$ cat src/rtl/writeback_unit.sv
// Final pipeline stage: selects ALU, load or link result and drives the regfile write port.
// Optional retired-instruction counter enabled by defining WB_RETIRE_COUNT_EN.
module writeback_unit #(
    parameter logic [31:0] LINK_OFFSET = 32'd8
) (
    input  logic        clk,
    input  logic        reset,
    input  logic        in_valid,
    input  logic        in_reg_wr,
    input  logic        in_mem_to_reg,
    input  logic        in_link,
    input  logic [4:0]  in_wr_addr,
    input  logic [31:0] in_alu_result,
    input  logic [31:0] in_pc,
    input  logic [2:0]  in_load_type,
    input  logic [31:0] mem_rd_data,
    input  logic        mem_rd_valid,
    output logic        wb_busy,
    output logic        reg_wr,
    output logic [4:0]  reg_wr_addr,
    output logic [31:0] reg_wr_data,
    output logic        fwd_valid,
    output logic [4:0]  fwd_addr,
    output logic [31:0] fwd_data,
    output logic [31:0] retire_count
);

    typedef enum logic {IDLE, WAIT_LOAD} state_t;

    state_t      state, state_nx;
    logic        p_reg_wr;
    logic [4:0]  p_addr;
    logic [2:0]  p_type;
    logic [1:0]  p_off;

    logic        slot;
    logic        slot_wr;
    logic [4:0]  slot_addr;
    logic [31:0] slot_data;

    function automatic logic [31:0] extract(
        input logic [2:0]  t,
        input logic [1:0]  off,
        input logic [31:0] w
    );
        logic [7:0]  b;
        logic [15:0] h;
        case (off)
            2'd0:    b = w[7:0];
            2'd1:    b = w[15:8];
            2'd2:    b = w[23:16];
            default: b = w[31:24];
        endcase
        h = off[1] ? w[31:16] : w[15:0];
        case (t)
            3'b000:  extract = {{24{b[7]}}, b};
            3'b001:  extract = {{16{h[15]}}, h};
            3'b100:  extract = {24'd0, b};
            3'b101:  extract = {16'd0, h};
            default: extract = w;
        endcase
    endfunction

    always_comb begin
        state_nx  = state;
        slot      = 1'b0;
        slot_wr   = 1'b0;
        slot_addr = 5'd0;
        slot_data = 32'd0;
        unique case (state)
            IDLE: begin
                if (in_valid) begin
                    if (!in_mem_to_reg || in_link) begin
                        slot      = 1'b1;
                        slot_wr   = in_reg_wr;
                        slot_addr = in_wr_addr;
                        slot_data = in_link ? in_pc + LINK_OFFSET
                                            : in_alu_result;
                    end else if (mem_rd_valid) begin
                        slot      = 1'b1;
                        slot_wr   = in_reg_wr;
                        slot_addr = in_wr_addr;
                        slot_data = extract(in_load_type,
                                            in_alu_result[1:0],
                                            mem_rd_data);
                    end else begin
                        state_nx = WAIT_LOAD;
                    end
                end
            end
            WAIT_LOAD: begin
                if (mem_rd_valid) begin
                    slot      = 1'b1;
                    slot_wr   = p_reg_wr;
                    slot_addr = p_addr;
                    slot_data = extract(p_type, p_off, mem_rd_data);
                    state_nx  = IDLE;
                end
            end
            default: state_nx = IDLE;
        endcase
    end

    always_ff @(posedge clk) begin
        if (reset) begin
            state       <= IDLE;
            reg_wr      <= 1'b0;
            reg_wr_addr <= 5'd0;
            reg_wr_data <= 32'd0;
            p_reg_wr    <= 1'b0;
            p_addr      <= 5'd0;
            p_type      <= 3'd0;
            p_off       <= 2'd0;
        end else begin
            state  <= state_nx;
            reg_wr <= slot && slot_wr && (slot_addr != 5'd0);
            if (slot) begin
                reg_wr_addr <= slot_addr;
                reg_wr_data <= slot_data;
            end
            // Bundle is only held while a load waits for its data.
            if (state == IDLE && in_valid) begin
                p_reg_wr <= in_reg_wr;
                p_addr   <= in_wr_addr;
                p_type   <= in_load_type;
                p_off    <= in_alu_result[1:0];
            end
        end
    end

    assign wb_busy   = (state == WAIT_LOAD);
    assign fwd_valid = reg_wr;
    assign fwd_addr  = reg_wr_addr;
    assign fwd_data  = reg_wr_data;

`ifdef WB_RETIRE_COUNT_EN
    always_ff @(posedge clk) begin
        if (reset)
            retire_count <= 32'd0;
        else if (slot)
            retire_count <= retire_count + 32'd1;
    end
`else
    assign retire_count = 32'd0;
`endif

endmodule

$ cat config.mk
export PLATFORM = sky130hd
export DESIGN_NAME = writeback_unit
export DESIGN_NICKNAME = d
export VERILOG_FILES = /design/src/rtl/writeback_unit.sv
export SDC_FILE = /design/constraint.sdc
export NUM_CORES = 1
export LEC_CHECK = 0
export CORE_AREA = 3 3 140 108
export DETAILED_ROUTE_END_ITERATION = 10
export DIE_AREA = 0 0 143 111
export PLACE_DENSITY = 0.69
export SLEW_MARGIN = 15
export SYNTH_ARGS = -nofsm -noshare
export SYNTH_HDL_FRONTEND = slang
export SYNTH_SLANG_ARGS = --single-unit
$ cat constraint.sdc
create_clock -name clk -period 2.4 [get_ports clk]
set_clock_uncertainty 0.2 [all_clocks]
set_input_delay 0.48 -clock clk [delete_from_list [all_inputs] [get_ports clk]]
set_output_delay 0.48 -clock clk [all_outputs]
set_load 0.05 [all_outputs]
==> flow_summary.toml <==
[setup_path]
path_buf_inv = 2
path_max_fanout = 8
cp-end-kind = "register"
startpoint_type = "input pin"
critPathKind = "input pin to register"
crit_required_ns = 2.38
cpMaxStageDelayCell = "or4_4"
worst_path_dominant_cell_family = "simple AND/OR/NAND/NOR gates"
path_cells = "clkdlybuf4s50_1, nand3_2, or4_4, buf_6, o31a_1, nor3_2, o32ai_1"
critical_path_arrival_ns = 2.34
slowest_delay_ns = 0.57

[sta]
fin_crit_sh = 0.9810
maxSlewHeadroom = 0.5843
setup-tns-final_ns = 0
setup_viol_count_final = 0
period_minus_slack_ns = 2.354
slew_violations = 0
max_freq_mhz = 424.8
finalHoldViolations = 0
tightest_slew_ns = 0.6236

[layout]
fin_area_um2 = 7766
drive_above_1_share = 0.2232
area_growth_pct = 60.72
final_net_count = 1025
diodes = 0
utilization = 0.5648

[routing]
vias = 6256
initialDrtViolationCount = 772
ant_nets = 0
wl_um = 21940
dr.pass1.iters = 6
viasPerCell = 5.745
drc = 0
avgRoutedWirePerCell_um = 20.15

[cts]
cts_max_level = 2
clockBufferDepth = 2
clk_latency_ns = 0.30
clkTransAtPathRegs_ns = 0.08
cts_sinks = 50
cts_tree = "built"
cts-hold-fix-buffers = 0
cts_root_buf = "clkbuf_16"
numCtsBuffers = 5

[logic_synthesis]
synthAdderAreaFrac = 0.002589
synth_top_family_by_area = "compound AO/OA/AOI/OAI gates"
synthFlopType = "dfxtp_1"
synth-simple-area-share = 0.2198
synth_compound_area_frac = 0.3353
synth-seq-area-share = 0.2071
synth_area_leaders = "dfxtp_1 (21%), buf_4 (11%), a21oi_1 (6.2%)"
synth-seq-cells = 50
yosys_warnings = 0
synth_area_per_cell_um2 = 7.355
async_reset_ff_frac = 0
synthMuxAreaShare = 0.04842
synthesis.area_um2 = 4832
synth_top_area_cell = "dfxtp_1"
yosysUniqueCellTypes = 63
synth.top_cell.area_share = 0.2071
synth_xor_area_frac = 0.01994
synthCells = 657
synth_edf_count = 0

[pwr]
powerDensity_nw_per_um2 = 426.4
p_leak_nw = 3.077
irDropWorstVdd_mv = 0.2745

[run_status]
status = "completed"

[place]
gp_congestion = 1.018
hpwl_um = 17610
io_buffers = 187
place_area_um2 = 7490

[die]
start_util = 0.3514
die_w_um = 143
die_area_um2 = 15870
ios = 220
die_h_um = 111
num_rows = 37
core_area_um2 = 13750

[hold_path]
hp-class = "register to register"

[flow_run]
max_cap_viol_count = 0

[global_route]
antenna_found_initial = 0
grt_pass1_vias = 5797
grt.total_usage = 0.2613
grt_pass1_wl_um = 32560
grt_overflow = 0
grt_max_degree = 27
==> kinds of logic after synthesis <==
family | count (synthesis)
muxes | 21
AOI/OAI and AO/OA | 227
other | 1
and+or+nand+nor | 207
adders and majority gates | 1
buffers and inverters | 139
xor gates and xnor gates | 11
DFF | 50
==> what timing repair did <==
item | CTS | global route
pin swaps | 1 | 5
setup buffers | 0 | 1
hold endpoints to repair | 0 | 0
setup endpoints to repair | 3 | 21
resized for setup | 3 | 24
==> cell usage after synthesis, types with 5 or more instances <==
| cell type | count |
|---|---|
| a221oi_1 | 20 |
| a22oi_1 | 10 |
| nor4_1 | 6 |
| a31oi_1 | 14 |
| a21o_1 | 7 |
| nor3_1 | 18 |
| nand2b_1 | 11 |
| nand3_1 | 15 |
| a221o_1 | 6 |
| nand2_1 | 60 |
| nor2b_1 | 11 |
| a211oi_1 | 11 |
| o31a_1 | 5 |
| inv_1 | 21 |
| nand4_1 | 14 |
| buf_2 | 8 |
| xor2_1 | 6 |
| dfxtp_1 | 50 |
| o32ai_1 | 16 |
| mux2i_1 | 11 |
| and2_1 | 5 |
| nor2_1 | 41 |
| buf_4 | 70 |
| or3_1 | 6 |
| o221ai_1 | 16 |
| o21ai_0 | 18 |
| a21oi_1 | 60 |
| mux2_2 | 9 |
| and3_1 | 5 |
| clkbuf_1 | 38 |
| o211ai_1 | 5 |
| a31o_2 | 6 |
| xnor2_1 | 5 |
==> per-stage QoR <==
step	setup slack (ns)	hold WS, ns	cells	total power, W
detailed placement	-0.3377	0.2506	1080	0.002491
floorplan	0.1615	0.2360	688	0.001862
global placement	-0.3376	0.2422	1080	0.002485
global route	-0.02497	0.2913	1089	0.003425
CTS	0.004030	0.2612	1088	0.003269
finish	0.04568	0.2623	1089	0.003311
==> path summary, 6_finish.rpt <==
| check | slack (ns) | cells past startpoint | end | start |
|---|---|---|---|---|
| setup / recovery | 0.05 | 7 | fwd_data[25] | in_pc[19] |
| setup reg to reg | 0.28 | 8 | fwd_data[22] | p_off[1] |
| hold reg to reg | 0.26 | 2 | p_reg_wr | p_reg_wr |
| hold / removal | 0.26 | 2 | p_reg_wr | p_reg_wr |
==> flip-flops by register name (all words and copies together), names as in the netlist <==
register / cells
fwd_addr: 5
p_off: 2
wb_busy: 1
fwd_valid: 1
p_type: 3
p_addr: 5
fwd_data: 32
p_reg_wr: 1
==> placed cells by master, fill, tap and decap left out, types with 15 or more instances in the layout <==
cell / synthesis / routed
a21oi_1: 60 / 59
o32ai_1: 16 / 15
nand2_1: 60 / 60
clkdlybuf4s50_1: 0 / 184
nor3_1: 18 / 15
conb_1: 1 / 32
a221oi_1: 20 / 18
inv_1: 21 / 21
buf_4: 70 / 142
o21ai_0: 18 / 17
dfxtp_1: 50 / 50
o221ai_1: 16 / 16
nor2_1: 41 / 40
==> where the power goes <==
part,switching (W),internal [W]
Clock,0.000390,0.000402
Combinational,0.000936,0.000636
Sequential,0.0000621,0.000886
==> final cells by class <==
| class | count | area (um2) |
|---|---|---|
| fillers | 1315 | 5983 |
| multi-input cells | 499 | 3246 |
| repair buffers | 336 | 3068 |
| flip-flops and latches | 50 | 1001 |
| well taps | 175 | 219.0 |
| clock buffers | 5 | 125.1 |
| inverters | 21 | 78.83 |
| clock inverters | 3 | 28.78 |
==> worst register-to-register path: stages (launching register included) <==
cell and delay [ns]:
dfxtp_1 0.38, buf_4 0.15, mux2_2 0.35, mux2i_2 0.17
nor4_2 0.05, buf_4 0.19, buf_12 0.15, a221oi_1 0.23
o32ai_1 0.14
==> per-layer routing <==
metal  wire, um  GRT usage  part of all wire  up-vias
li1           -          -                 -     2901
met1       9521     0.3819              0.43     2894
met2       9276     0.3802              0.42      426
met3       2705    0.07374              0.12       35
met4        437    0.05193             0.020        0
met5          0    0.01316                 0        -
Note: power is estimated with default switching activity, not from simulation.
